--- src/rtl/risc5_irq_ctrl.sv ---
// Vectored, priority-nesting interrupt controller for the risc5 core.
// Nesting/preemption is enabled by defining RISC5_IRQ_NEST_EN.
module risc5_irq_ctrl #(
  parameter int             NCH   = 8,
  parameter int             PCW   = 22,
  parameter int             DEPTH = 4,
  parameter logic [PCW-1:0] VBASE = 1
) (
  input  logic           clk,
  input  logic           rst,
  input  logic [NCH-1:0] irq,
  input  logic           stall,
  input  logic           en_wr,
  input  logic           en_val,
  input  logic           mask_wr,
  input  logic [NCH-1:0] mask_din,
  input  logic [PCW-1:0] pc_in,
  input  logic [3:0]     flags_in,
  input  logic           rti,
  output logic           ack,
  output logic [PCW-1:0] vec,
  output logic [PCW-1:0] rpc,
  output logic [3:0]     rflags,
  output logic [4:0]     level,
  output logic [NCH-1:0] pend,
  output logic           full,
  output logic           rti_err
);

`ifdef RISC5_IRQ_NEST_EN
  localparam int DEP = DEPTH;
`else
  localparam int DEP = 1;
`endif

  if (NCH < 1 || NCH > 32 ||
      DEPTH < 1 || DEPTH > 16) begin : g_bad_param
    $error("risc5_irq_ctrl: bad NCH/DEPTH");
  end

  logic [NCH-1:0] irq_q;
  logic [NCH-1:0] pend_q;
  logic [NCH-1:0] pend_d;
  logic [NCH-1:0] mask_q;
  logic           enb_q;
  logic [4:0]     level_q;
  logic [4:0]     cur_q;
  logic           rti_err_q;

  logic [PCW-1:0] stk_pc_q  [DEP];
  logic [3:0]     stk_fl_q  [DEP];
  logic [4:0]     stk_cur_q [DEP];

  logic [NCH-1:0] elig;
  logic [NCH-1:0] win_oh;
  logic [4:0]     win;
  logic           lvl_ok;
  logic           full_w;
  logic           ack_w;
  logic           pop;
  logic [PCW-1:0] top_pc;
  logic [3:0]     top_fl;
  logic [4:0]     top_cur;

  assign elig = pend_q & mask_q;

  // Scan downwards so the lowest eligible index wins.
  always_comb begin
    win    = '0;
    win_oh = '0;
    for (int i = NCH - 1; i >= 0; i--) begin
      if (elig[i]) begin
        win       = 5'(i);
        win_oh    = '0;
        win_oh[i] = 1'b1;
      end
    end
  end

  assign full_w = (level_q == 5'(DEP));

`ifdef RISC5_IRQ_NEST_EN
  assign lvl_ok = (level_q == 5'd0) ||
                  (win < cur_q);
`else
  assign lvl_ok = (level_q == 5'd0);
`endif

  assign ack_w = enb_q & (|elig) & ~stall &
                 ~rti & ~full_w & lvl_ok;

  assign pop = rti & (level_q != 5'd0);

  always_comb begin
    top_pc  = '0;
    top_fl  = '0;
    top_cur = '0;
    for (int i = 0; i < DEP; i++) begin
      if (level_q == 5'(i + 1)) begin
        top_pc  = stk_pc_q[i];
        top_fl  = stk_fl_q[i];
        top_cur = stk_cur_q[i];
      end
    end
  end

  // A fresh edge on the winning channel re-arms it.
  always_comb begin
    pend_d = pend_q;
    if (ack_w) pend_d = pend_d & ~win_oh;
    pend_d = pend_d | (irq & ~irq_q);
  end

  always_ff @(posedge clk or posedge rst) begin
    if (rst) begin
      irq_q     <= '0;
      pend_q    <= '0;
      mask_q    <= '0;
      enb_q     <= 1'b0;
      level_q   <= '0;
      cur_q     <= '0;
      rti_err_q <= 1'b0;
      for (int i = 0; i < DEP; i++) begin
        stk_pc_q[i]  <= '0;
        stk_fl_q[i]  <= '0;
        stk_cur_q[i] <= '0;
      end
    end else begin
      irq_q     <= irq;
      pend_q    <= pend_d;
      rti_err_q <= rti & (level_q == 5'd0);
      if (en_wr)   enb_q  <= en_val;
      if (mask_wr) mask_q <= mask_din;
      if (ack_w) begin
        for (int i = 0; i < DEP; i++) begin
          if (level_q == 5'(i)) begin
            stk_pc_q[i]  <= pc_in;
            stk_fl_q[i]  <= flags_in;
            stk_cur_q[i] <= cur_q;
          end
        end
        cur_q   <= win;
        level_q <= level_q + 5'd1;
      end else if (pop) begin
        cur_q   <= top_cur;
        level_q <= level_q - 5'd1;
      end
    end
  end

  assign ack     = ack_w;
  assign vec     = ack_w ? (VBASE + PCW'(win)) : '0;
  assign rpc     = top_pc;
  assign rflags  = top_fl;
  assign level   = level_q;
  assign pend    = pend_q;
  assign full    = full_w;
  assign rti_err = rti_err_q;

endmodule
--- config.mk ---
export PLATFORM = sky130hd
export DESIGN_NAME = risc5_irq_ctrl
export DESIGN_NICKNAME = d
export VERILOG_FILES = /design/src/rtl/risc5_irq_ctrl.sv
export SDC_FILE = /design/constraint.sdc
export NUM_CORES = 1
export LEC_CHECK = 0
export ABC_CLOCK_PERIOD_IN_PS = 3600
export CORE_MARGIN = 4
export CORE_UTILIZATION = 47
export CTS_CLUSTER_DIAMETER = 100
export DETAILED_ROUTE_END_ITERATION = 12
export HOLD_SLACK_MARGIN = 0.02
export PLACE_DENSITY = 0.88
export SLEW_MARGIN = 20
export SYNTH_ARGS = -nofsm -noshare
export SYNTH_HDL_FRONTEND = slang
export SYNTH_SLANG_ARGS = --single-unit
--- constraint.sdc ---
create_clock -name clk -period 3.6 [get_ports clk]
set_clock_uncertainty 0.2 [all_clocks]
set_input_delay 0.9 -clock clk [delete_from_list [all_inputs] [get_ports clk]]
set_output_delay 0.9 -clock clk [all_outputs]
set_load 0.02 [all_outputs]
==> results.toml <==
[yosys]
synth_top_family_by_area = "multiplexers"
synth_mux_area_share_pct = 16.28
ys_types = 40
synthFlopType = "dfrtp_1"
yosysWarnings = 0
synth-simple-area-share_pct = 14.29
synthArstFlopShare_pct = 100.0
synth_compound_area_share_pct = 7.234
syn_inst = 232
yosysSeqAreaShare_pct = 50.29
yosys.area_share.adder_pct = 2.206
synth_edf_count = 0
ys_ff_latch = 57
syn_area_um2 = 2836
synth.avg_cell_area_um2 = 12.23
synth_xor_area_share_pct = 0.6176

[final_layout]
multi_input_area_um2 = 1246
diodes = 0
area_delta_synth_final_pct = 42.30
nNetsFinal = 395
fin_area_um2 = 4036
register_area_um2 = 1426
nFillCells = 458
layout-drive-gt1-share_pct = 21.16
utilization_pct = 68.58

[power]
power_density_nw_per_um2 = 458.6
power.total_uw = 1851
ir_drop_mv = 0.3739
power_leakage_uw = 0.001986

[setup_path]
r2r_cells = 8
path_max_fanout = 3
ff2ff_setup_slack_ns = 1.03
crit_arrival_ns = 2.44
path_class = "in2out"
worst_ep_required_time_ns = 2.50
timing.rr.end = "stk_fl_q[3]"
timing.rr.start = "level[1]"
end_kind = "output pin"
crit_path_start_kind = "input port"

[clock_network]
clk_path_buf_depth = 2
cts-buffers-inserted = 9
cts_root_buf = "clkbuf_8"
tritoncts = "yes"
clock-sinks = 57
clkLatencyLatePin_ns = 0.33
htree_levels = 3
cts_hold_buf = 0
path_clk_slew_ns = 0.06

[sta]
max_freq_ghz = 0.2823
slew_viol_final = 0
setup-tns-final_ns = 0
finalHoldViolations = 0
setup_violations = 0
fin_crit_ns = 3.543
slew_headroom_pct = 52.26
post-route-period-util_pct = 98.41
worst_pin_slew_ns = 0.7161
rsz0062_at_grt = "false"

[flow_run]
drv_cap = 0

[floorplan]
die_y_um = 85.69
die_w_um = 85.69
top_level_ports = 113
rows = 28
coreArea_um2 = 5886
die-area_um2 = 7342
start_util_pct = 48.19

[placed_design]
postPlaceCellArea_um2 = 3832
gp_congestion = 0.8806
hpwl_mm = 4.773
io_buffers = 94

[global_routing]
antenna_found_initial = 0
grt_pass1_wl_mm = 10.62
grt_pass1_vias = 2165
overflow = 0
grt_util_all_layers_pct = 18.77
grt_start_max_net_pins = 58

[route]
routedWlPerCell_um = 15.38
wirelength_mm = 6.458
vias = 2060
antenna_left = 0
drc = 0
drtIter0Drc = 69
drt-pass1-iter-count = 4
viasPerCell = 4.905

[min_path]
whs_path_depth = 1
holdPathEnd = "pend[5]"
hold_start = "irq_q[5]"
hp-class = "reg2reg"

[outcome]
status = "complete, no violations"
[metrics by stage]
| step | setup slack (ns) | instances | hold WS (ns) |
|---|---|---|---|
| finish | 0.05735 | 420 | 0.2163 |
| global route | 0.002148 | 420 | 0.2386 |
| CTS | 0.007413 | 420 | 0.2209 |
| detailed placement | -0.4960 | 405 | 0.2124 |
| global placement | -0.3500 | 405 | 0.2012 |
| floorplan | 0.5907 | 249 | 0.1996 |
[cell families (layout without fill, tap and decap cells)]
group	after synthesis	count (layout)
AOI/OAI and AO/OA	30	30
buffers and inverters	38	134
and+or+nand+nor	64	64
DFF	57	57
adders and majority gates	5	5
other	1	18
muxes	35	35
xor gates and xnor gates	2	2
[worst max-delay path: stages]
cell	delay, ns
clkdlybuf4s50_1	0.47
nor4b_4	0.35
and2_4	0.23
and3_1	0.16
dlygate4sd2_1	0.33
[power breakdown]
| group | internal (µW) | total, µW | leakage, µW | switching (µW) |
|---|---|---|---|---|
| clock | 298 | 538 | 0.0000980 | 240 |
| sequential | 752 | 854 | 0.000700 | 102 |
| combinational | 266 | 459 | 0.00119 | 194 |
[placed cells by master, fill, tap and decap left out, drive strengths merged, types with 2 or more instances in the layout]
cell type / netlist / layout
nor4b: 3 / 3
nand4: 5 / 5
mux2: 35 / 35
o21ai: 9 / 9
a22oi: 4 / 4
dfrtp: 57 / 57
dlygate4sd2: 0 / 2
a21boi: 2 / 2
nand3: 3 / 3
inv: 14 / 14
nand2b: 2 / 2
clkdlybuf4s50: 0 / 81
nor2: 6 / 6
buf: 21 / 11
clkinv: 0 / 3
dlymetal6s2s: 0 / 8
and2: 29 / 29
nor3: 2 / 2
conb: 1 / 18
nand2: 11 / 11
ha: 5 / 5
a22o: 4 / 4
clkbuf: 3 / 15
a21oi: 4 / 4
[area by class of cell]
| class | instances | share of cell area, % |
|---|---|---|
| clock buffers | 12 | 4.092 |
| flip-flops and latches | 57 | 35.34 |
| well taps | 75 | 2.325 |
| multi-input cells | 154 | 30.87 |
| inverters | 14 | 1.488 |
| clock inverters | 3 | 0.3720 |
| repair buffers | 105 | 25.51 |
[worst max-delay path by stage]
stage | startpoint | to
floorplan | stall | vec[0]
global placement | stall | vec[2]
detailed placement | rti | vec[0]
CTS | level[1] | rpc[5]
global route | level[1] | rpc[20]
finish | rti | vec[1]
[metal layers]
metal / GRT usage [%] / vias to the layer above / share of wire, %
met5: 0 / - / 0
met4: 6.619 / 0 / 1.7
met3: 7.397 / 9 / 8.2
met2: 29.80 / 88 / 51
met1: 23.35 / 989 / 39
li1: - / 974 / -
[synth_stat cells, types with 2 or more instances]
| library cell | number | area (µm²) |
|---|---|---|
| dfrtp_1 | 57 | 1426 |
| and2_1 | 29 | 181.4 |
| buf_4 | 19 | 142.6 |
| mux2_4 | 18 | 270.3 |
| mux2_2 | 17 | 191.4 |
| inv_1 | 13 | 48.80 |
| nand2_1 | 10 | 37.54 |
| o21ai_0 | 9 | 45.04 |
| nor2_1 | 6 | 22.52 |
| ha_1 | 5 | 62.56 |
| a21oi_1 | 4 | 20.02 |
| a22o_1 | 4 | 35.03 |
| nand4_1 | 4 | 25.02 |
| a22oi_1 | 3 | 22.52 |
| clkbuf_1 | 3 | 11.26 |
| nand3_1 | 3 | 15.01 |
| a21boi_0 | 2 | 15.01 |
| buf_12 | 2 | 40.04 |
| nand2b_1 | 2 | 12.51 |
| nor3_1 | 2 | 10.01 |
[registers in the layout, indices dropped and copies added, names as in the netlist]
name / count
enb_q: 1
irq_q: 8
level: 5
mask_q: 8
pend: 8
rti_err: 1
stk_fl_q: 4
stk_pc_q: 22
[repair_timing]
action / 4_1_cts / 5_1_grt
gates resized for setup: 9 / 14
pin swaps: 0 / 0
gates cloned: 0 / 0
setup endpoints to repair: 5 / 29
buffers inserted: 0 / 0
endpoints found under the hold margin: 0 / 0
(Power assumes the default switching activity.)
